--- src/rtl/serial_subtractor.sv ---
//-----------------------------------------------------------------------------
// serial_subtractor
//   Bit-serial unsigned/two's-complement subtractor. Computes A - B one bit per
//   clock, LSB first, using a single borrow flip-flop. Operands are captured on
//   the accept edge; the registered result is held until the next operation
//   completes.
//
// Parameters
//   WIDTH  operand/result width (2..32)
//   CNT_W  bit-counter width, 2**CNT_W > WIDTH
//
// Ports
//   clk_in      clock, rising edge
//   rst_in      synchronous active-high reset
//   start_in    start request, sampled only in IDLE
//   a_in        minuend
//   b_in        subtrahend
//   busy_out    high while an operation is running
//   done_out    one-cycle pulse when a new result is written
//   diff_out    (A - B) mod 2**WIDTH
//   borrow_out  1 when A < B (unsigned)
//   ovf_out     signed overflow of A - B
//
// Build option
//   SERIAL_SUBTRACTOR_OVF_EN  when defined, ovf_out reports signed overflow;
//                             otherwise ovf_out is tied to 0.
//
// state   | meaning
// --------+-----------------------------------------------------------
// ST_IDLE | waiting for start_in; result registers hold last answer
// ST_RUN  | one difference bit produced per edge, WIDTH edges total
//-----------------------------------------------------------------------------
module serial_subtractor #(
    parameter int WIDTH = 8,
    parameter int CNT_W = 6
) (
    input  logic             clk_in,
    input  logic             rst_in,
    input  logic             start_in,
    input  logic [WIDTH-1:0] a_in,
    input  logic [WIDTH-1:0] b_in,
    output logic             busy_out,
    output logic             done_out,
    output logic [WIDTH-1:0] diff_out,
    output logic             borrow_out,
    output logic             ovf_out
);

    localparam logic [CNT_W-1:0] LAST_BIT = CNT_W'(WIDTH - 1);

    typedef enum logic [0:0] {
        ST_IDLE = 1'b0,
        ST_RUN  = 1'b1
    } state_t;

    state_t           r_state;
    state_t           w_state_nxt;
    logic             w_accept;
    logic             w_last;

    logic [WIDTH-1:0] r_sa;
    logic [WIDTH-1:0] r_sb;
    logic [WIDTH-1:0] r_pd;
    logic [CNT_W-1:0] r_cnt;
    logic             r_borrow;
    logic [WIDTH-1:0] r_diff;
    logic             r_borrow_res;
    logic             r_done;

    logic             w_d;
    logic             w_borrow_nxt;

    always_ff @(posedge clk_in) begin
        if (rst_in) begin
            r_state <= ST_IDLE;
        end else begin
            r_state <= w_state_nxt;
        end
    end

    always_comb begin
        w_state_nxt = r_state;
        w_accept    = 1'b0;
        w_last      = 1'b0;
        case (r_state)
            ST_IDLE: begin
                if (start_in) begin
                    w_accept    = 1'b1;
                    w_state_nxt = ST_RUN;
                end
            end
            ST_RUN: begin
                if (r_cnt == LAST_BIT) begin
                    w_last      = 1'b1;
                    w_state_nxt = ST_IDLE;
                end
            end
            default: w_state_nxt = ST_IDLE;
        endcase
    end

    // Full-subtractor cell on the current LSBs.
    assign w_d          = r_sa[0] ^ r_sb[0] ^ r_borrow;
    assign w_borrow_nxt = (~r_sa[0] & r_sb[0]) | (~(r_sa[0] ^ r_sb[0]) & r_borrow);

    always_ff @(posedge clk_in) begin
        if (rst_in) begin
            r_sa         <= '0;
            r_sb         <= '0;
            r_pd         <= '0;
            r_cnt        <= '0;
            r_borrow     <= 1'b0;
            r_diff       <= '0;
            r_borrow_res <= 1'b0;
            r_done       <= 1'b0;
        end else begin
            r_done <= w_last;
            if (w_accept) begin
                r_sa     <= a_in;
                r_sb     <= b_in;
                r_pd     <= '0;
                r_cnt    <= '0;
                r_borrow <= 1'b0;
            end else if (r_state == ST_RUN) begin
                r_sa     <= r_sa >> 1;
                r_sb     <= r_sb >> 1;
                r_pd     <= {w_d, r_pd[WIDTH-1:1]};
                r_cnt    <= r_cnt + CNT_W'(1);
                r_borrow <= w_borrow_nxt;
                if (w_last) begin
                    // Final bit goes straight into the result alongside the
                    // already-shifted partial difference.
                    r_diff       <= {w_d, r_pd[WIDTH-1:1]};
                    r_borrow_res <= w_borrow_nxt;
                end
            end
        end
    end

`ifdef SERIAL_SUBTRACTOR_OVF_EN
    // Operand MSBs are shifted out during the run, so keep copies.
    logic r_a_msb;
    logic r_b_msb;
    logic r_ovf;

    always_ff @(posedge clk_in) begin
        if (rst_in) begin
            r_a_msb <= 1'b0;
            r_b_msb <= 1'b0;
            r_ovf   <= 1'b0;
        end else begin
            if (w_accept) begin
                r_a_msb <= a_in[WIDTH-1];
                r_b_msb <= b_in[WIDTH-1];
            end
            if (w_last) begin
                r_ovf <= (r_a_msb != r_b_msb) & (w_d != r_a_msb);
            end
        end
    end

    assign ovf_out = r_ovf;
`else
    assign ovf_out = 1'b0;
`endif

    assign busy_out   = (r_state == ST_RUN);
    assign done_out   = r_done;
    assign diff_out   = r_diff;
    assign borrow_out = r_borrow_res;

endmodule

--- config.mk ---
export PLATFORM = sky130hd
export DESIGN_NAME = serial_subtractor
export DESIGN_NICKNAME = d
export VERILOG_FILES = /design/src/rtl/serial_subtractor.sv
export SDC_FILE = /design/constraint.sdc
export NUM_CORES = 1
export LEC_CHECK = 0
export ABC_AREA = 1
export CORE_ASPECT_RATIO = 1.75
export CORE_UTILIZATION = 55
export DETAILED_ROUTE_END_ITERATION = 6
export PLACE_DENSITY = 0.8
export SLEW_MARGIN = 30
export SYNTH_ARGS = -nofsm -noshare
export SYNTH_HDL_FRONTEND = slang
export SYNTH_SLANG_ARGS = --single-unit
--- constraint.sdc ---
create_clock -name clk_in -period 2.7 [get_ports clk_in]
set_input_delay 0.405 -clock clk_in [delete_from_list [all_inputs] [get_ports clk_in]]
set_output_delay 0.405 -clock clk_in [all_outputs]
set_load 0.03 [all_outputs]
; ---- After elaboration in Yosys (flattened, before gate mapping)
; Cells that the tools add are included.
[totals]
out_inout_bits = 12
reg_bits = 42
[op_classes]
mux = 10
bitwise_logic = 9
n_addsub = 1
reduce_logical = 3
n_eq_ne = 1
[ops]
columns = operator, count
row1 = $mux 8, 4
row2 = $add 6x1->6 const B, 1
row3 = $eq 6x3->1 const B, 1
row4 = $mux 1, 5
row5 = $not 1->1, 4
row6 = $reduce_and 3->1, 1
row7 = $and 1x1->1, 2
row8 = $pmux 1 s2, 1
row9 = $reduce_bool 2->1, 1
row10 = $reduce_or 2->1, 1
row11 = $xor 1x1->1, 2
row12 = $or 1x1->1, 1

; ---- Depth between registers and ports, before layout
; Gate-level depths: netlist of run 1.
[depth]
ltp_word = 4
depth_mapped = 7

; ---- Worst setup path before layout of run 1
; No wires, ideal clock.
[synth_path]
path_kind = reg2reg
start = register r_state, in the netlist busy_out
end = register r_borrow_res, in the netlist borrow_out
stages_incl_launch_ff = 7
setup_ns = 0.114
t_arrival_ns = 1.273
path_slack_ns = 1.313
path_cell_list = dfxtp_1 -> nand2_1 -> nor2_4 -> nand2_1 -> buf_2 -> nand3_1 -> nand2_1
[synth_between]
elab_chain_len = 3
[synth_lines]
columns = item, line_no
row1 = start: declaration, 56  ; state_t r_state;
row2 = start signal: assignment, 77  ; r_state <= w_state_nxt;
row3 = $mux 1, 85  ; case (r_state)
row4 = $not 1->1 (no line), -
row5 = $reduce_and 3->1 (no line) *, -
row6 = end signal: assignment, 134  ; r_borrow_res <= w_borrow_nxt;
row7 = end: declaration, 67  ; logic r_borrow_res;
; Mark *: on every way between the ends. The rest lies on a longest branch, timed or not.
; A chain may end at the register's enable or synchronous reset.

; ---- Worst setup path after layout of run 1
[layout_path]
start = register r_state, in the netlist busy_out
end = output port busy_out
[layout_rtl]
columns = item, line_no
row1 = end: declaration, 42  ; output logic busy_out,
; No word-level cell between the ends.

==> flow_summary.ini, run 1 <==
[outcome]
status = complete, no violations

[critical_path]
path_cells = clkdlybuf4s50_1
slowest_delay_ps = 690
reg2reg_setup_slack_ps = 1020
cp_slowest_cell = clkdlybuf4s50_1
cp_num_buf_inv = 1
path_max_fanout = 2
r2r.worst_path.cells = 8
reg2reg_to = r_sa[6]
cp.required_ps = 2300
arrival_ps = 1360
critPathTopFamily = buffers and inverters
cp-end-kind = output port
crit-reg2reg-launch = busy_out
start_kind = flip-flop
criticalPathCategory = flip-flop to output port

[timing]
rsz0062_at_grt = false
fin_crit_sh_pct = 65.2
worst_pin_slew_ps = 643
period_needed_ps = 1760
drv_slew = 0
fmax_mhz = 568
setup_tns_ps = 0
relSlewSlack_pct = 57.1
setup_viol = 0
hold_viol = 0
hold_slack_ps = 464
fin_skew_ps = 2.51

[synthesis]
synth_cells = 239
synth_top_area_cell = dfxtp_1
yosysWarnings = 0
syn_nets = 260
syn-mean-instance-area_um2 = 7.12
synth.distinct_cells = 19
synth_ff_type = dfxtp_1
ys_seq_area_share_pct = 48.2
async_reset_ff_share_pct = 0
synth_area_leaders = dfxtp_1, nand2_1, nand3_1
synth-seq-cells = 41
syn-cell-area_um2 = 1700
synth_common_cells = nand2_1, dfxtp_1, nand3_1, inv_1, a21oi_1
synth_top_area_share_pct = 48.2
yosysMostFrequentCell = nand2_1
synth-edff-count = 0

[global_route]
grt_overflow = 0
grt_pass1_vias = 1356
grt_pass1_wl_um = 5300
antenna_found_initial = 0
track_usage_pct = 21.4
grt_max_degree = 28

[clock_tree]
cts.sinks = 41
clock-root-buffer = clkbuf_8
clk_latency_ps = 290
cts_resized = 0
cts_setup_buffers = 0
cts_max_level = 2
cts_buffers = 5
cts_hold_buf = 0
cts.reportedPaths.clkPinSlew_ps = 80
clock_path_buffers = 2
cts_tree = built

[floorplan]
die_w_um = 44.0
core_area_um2 = 2930
dieArea_um2 = 3330
die_h_um = 75.6
row_count = 26
ios = 31
initial_utilization_pct = 58.1

[placed_design]
numPortBuffers = 29
gp_congestion = 0.766
hpwl_um = 2290

[hold_path]
holdPathEnd = r_borrow
hp-start = r_borrow
hp-class = flip-flop to flip-flop
whs_path_depth = 2

[route]
wirelength_um = 3150
num_vias = 1533
first_pass_iters = 4
ant_nets = 0
route.detailed.drc = 0
wire_per_inst_um = 10.6
drt-initial-drc-count = 45
routed_via_density = 5.14

[flow_run]
max-cap-violations = 0

[power]
irDropWorstVdd_mv = 0.535
p_leak_uw = 0.000961
power.density_nw_per_um2 = 619

[cells_and_area]
num_antenna_cells = 0
area_growth_syn_to_layout_pct = 25.7
final_net_count = 290
fill_cells = 257
layout-drive-gt1-share_pct = 5.93
## worst max-delay path by stage
stage | startpoint | end | slack [ps] | cells past startpoint
3_5_place_dp | start_in | r_sa[1] | 840 | 8
3_3_place_gp | start_in | r_sa[3] | 820 | 8
2_1_floorplan | busy_out | borrow_out | 1310 | 6
6_report | busy_out | busy_out | 940 | 1
4_1_cts | busy_out | busy_out | 930 | 1
5_1_grt | busy_out | r_sa[2] | 870 | 8
## through the flow
step | total power [µW] | util (%) | setup WS [ps] | instances | cell area, µm²
6_report | 1330 | 73.1 | 938 | 298 | 2140
5_1_grt | 1370 | 73.1 | 869 | 298 | 2140
4_1_cts | 1340 | 73.1 | 933 | 298 | 2140
3_5_place_dp | 759 | 68.5 | 842 | 290 | 2010
3_3_place_gp | 758 | 68.5 | 824 | 290 | 2010
2_1_floorplan | 714 | - | 1310 | 239 | 1700
## worst register-to-register path, delay by kind of cell, from the launching register on
| kind | cells | cell delay [ps] |
|---|---|---|
| DFF | 1 | 340 |
| buffers and inverters | 4 | 720 |
| and+or+nand+nor | 4 | 580 |
## registers in the layout, indices dropped and copies added (netlist names)
register / cells
r_pd: 7
diff_out: 8
busy_out: 1
r_cnt: 6
r_sa: 8
r_borrow: 1
borrow_out: 1
done_out: 1
r_sb: 8
## cells by family (layout without fill, tap and decap cells)
family,count (synthesis),in the layout,synth area share [%]
DFF,41,41,48.2
and+or+nand+nor,145,145,36.4
AOI/OAI and AO/OA,16,16,4.71
buffers and inverters,34,65,8.53
adders and majority gates,2,2,1.91
other,1,1,0.220
## area by class of cell
class	count	area, µm²	area share, %
Timing Repair Buffer	34	328	15.3
Sequential cell	41	821	38.4
Multi-Input combinational cell	164	736	34.4
Clock buffer	5	68.8	3.22
Tap cell	28	35.0	1.64
Inverter	23	86.3	4.04
Clock inverter	3	65.1	3.04
## layer usage
layer / global-route usage [%] / routed length (µm)
met5: 0 / 0
met4: 10.1 / 68
met3: 4.98 / 77
met2: 41.2 / 1740
met1: 20.7 / 1260
## report_power, final
part	total (µW)	leakage, µW	internal [µW]	switching (µW)
clock network	580	0.0000681	367	213
logic	114	0.000560	50.8	63.2
registers	631	0.000333	622	9.83
## cells in the final DEF, fill, tap and decap left out
| cell | instances |
|---|---|
| a21oi_1 | 14 |
| buf_4 | 5 |
| bufinv_16 | 2 |
| clkbuf_8 | 5 |
| clkdlybuf4s50_1 | 29 |
| clkinv_1 | 2 |
| clkinv_2 | 1 |
| conb_1 | 1 |
| dfxtp_1 | 41 |
| fa_1 | 1 |
| ha_1 | 1 |
| inv_1 | 21 |
| nand2_1 | 97 |
| nand3_1 | 25 |
| nand4_1 | 9 |
| nor2_1 | 8 |
| nor2_2 | 2 |
| nor2_4 | 1 |
| nor3_1 | 1 |
| nor3b_1 | 2 |
| o21ai_0 | 2 |
Power figures use the tool's default switching activity.
==> inputs of run 2 (changes only) <==
--- a/config.mk
+++ b/config.mk
@@ -7,9 +7,9 @@
 export LEC_CHECK = 0
 export ABC_AREA = 1
 export CORE_ASPECT_RATIO = 1.75
-export CORE_UTILIZATION = 55
+export CORE_UTILIZATION = 51
 export DETAILED_ROUTE_END_ITERATION = 6
-export PLACE_DENSITY = 0.8
+export PLACE_DENSITY = 0.75
 export SLEW_MARGIN = 30
 export SYNTH_ARGS = -nofsm -noshare
 export SYNTH_HDL_FRONTEND = slang
==> constraint.sdc (replaced) <==
create_clock -name clk_in -period 1.7 [get_ports clk_in]
set_input_delay 0.255 -clock clk_in [delete_from_list [all_inputs] [get_ports clk_in]]
set_output_delay 0.255 -clock clk_in [all_outputs]
set_load 0.03 [all_outputs]
==> run 2 against run 1 <==
Effect of this change: sequential power rose by 58%; final cell count up 6.4%; sequential share of layout area shrank 0.73 points; clock skew rose by 9.8 ps; utilization fell by 4.4 points; total power grew 50%; first-iteration DRC count fell by 58%; die area is 7.6% higher; via count grew 2.9%; final area rose by 1.9%; sequential cell count unchanged.
==> flow_summary.ini, run 2 (synthesized netlist as in run 1, its figures left out) <==
[power]
p_leak_uw = 0.000976
power.density_nw_per_um2 = 914
irDropWorstVdd_mv = 0.660

[global_route]
grt_pass1_vias = 1382
grt_overflow = 0
grt_max_degree = 33
track_usage_pct = 21.0
grt_pass1_wl_um = 5540
antenna_found_initial = 0

[clock_tree]
clock_path_buffers = 2
cts_setup_buffers = 0
clk_latency_ps = 290
cts_max_level = 2
cts.reportedPaths.clkPinSlew_ps = 80
clock-root-buffer = clkbuf_8
cts.sinks = 41
cts_tree = built
cts_hold_buf = 0
cts_buffers = 5
cts_resized = 0

[timing]
fmax_mhz = 645
period_needed_ps = 1550
fin_skew_ps = 12.3
rsz0062_at_grt = false
drv_slew = 0
setup_viol = 0
hold_viol = 0
fin_crit_sh_pct = 91.2
setup_tns_ps = 0

[flow_run]
max-cap-violations = 0

[critical_path]
cp.required_ps = 1440
arrival_ps = 1300
criticalPathCategory = flip-flop to output port
path_cells = clkdlybuf4s50_1
start_kind = flip-flop
cp-end-kind = output port
critPathTopFamily = buffers and inverters
cp_slowest_cell = clkdlybuf4s50_1
slowest_delay_ps = 670
cp_num_buf_inv = 1
path_max_fanout = 2

[cells_and_area]
fill_cells = 295
final_cell_mix = nand2_1, dfxtp_1, clkdlybuf4s50_1
layout-drive-gt1-share_pct = 7.30
area_growth_syn_to_layout_pct = 28.2
design_area_um2 = 2180
final_net_count = 294
finalNonFillerCells = 317
final_common_cell = nand2_1
num_antenna_cells = 0

[route]
route.detailed.drc = 0
wire_per_inst_um = 10.4
num_vias = 1578
ant_nets = 0
first_pass_iters = 4
routed_via_density = 4.98
drt-initial-drc-count = 19
wirelength_um = 3280

[hold_path]
hp-class = flip-flop to flip-flop

[floorplan]
ios = 31
core_area_um2 = 3180
die_h_um = 78.4
dieArea_um2 = 3580
row_count = 27
die_w_um = 45.7
initial_utilization_pct = 53.6

[placed_design]
numPortBuffers = 29
gp_congestion = 0.744
hpwl_um = 2300
placedCellCount = 309
placed_cell_area_um2 = 2060

[outcome]
status = complete, no violations
==> run 2: cell type report <==
| type | count | area, µm² | share of cell area (%) |
|---|---|---|---|
| inverter | 23 | 86.3 | 3.96 |
| tap | 43 | 53.8 | 2.47 |
| clock buffer | 7 | 86.3 | 3.96 |
| sequential | 41 | 821 | 37.6 |
| timing repair buffer | 38 | 368 | 16.9 |
| multi-input combinational | 164 | 736 | 33.7 |
| clock inverter | 1 | 30.0 | 1.38 |
==> run 2: power by group <==
group	internal, µW	leakage, µW	switching, µW	total, µW
Clock	479	0.0000585	323	801
Combinational	87.3	0.000584	101	189
Sequential	988	0.000333	15.8	1000
Total	1550	0.000976	440	1990
==> run 2: routing by layer <==
metal | track usage, % | routed length, µm | vias to the layer above
met3 | 4.83 | 79 | 5
li1 | - | - | 822
met1 | 20.3 | 1340 | 719
met5 | 0 | 0 | -
met4 | 8.79 | 40 | 0
met2 | 39.1 | 1820 | 32
==> run 2: stage by stage <==
step	worst slack, ps	util, %	hold WS (ps)	power (µW)
after floorplan	313	-	324	1130
after global routing	87.3	68.7	485	2070
final	150	68.7	466	1990
after CTS	141	68.7	469	2010
after detailed placement	254	65.0	457	1220
after global placement	289	65.0	450	1210
==> run 2: worst reg2reg max path: cells and delay by family, from the launching register on <==
family / cells / cell delay, ps
AND/OR/NAND/NOR: 5 / 670
flip-flops: 1 / 370
adder cells (fa/ha/maj): 1 / 210
==> run 2: final timing paths <==
kind | start | cells after the start | to | slack (ps)
min reg2reg | diff_out[1] | 2 | diff_out[1] | 470
max | diff_out[7] | 1 | diff_out[7] | 150
max reg2reg | r_cnt[1] | 6 | borrow_out | 360
min | diff_out[1] | 2 | diff_out[1] | 470
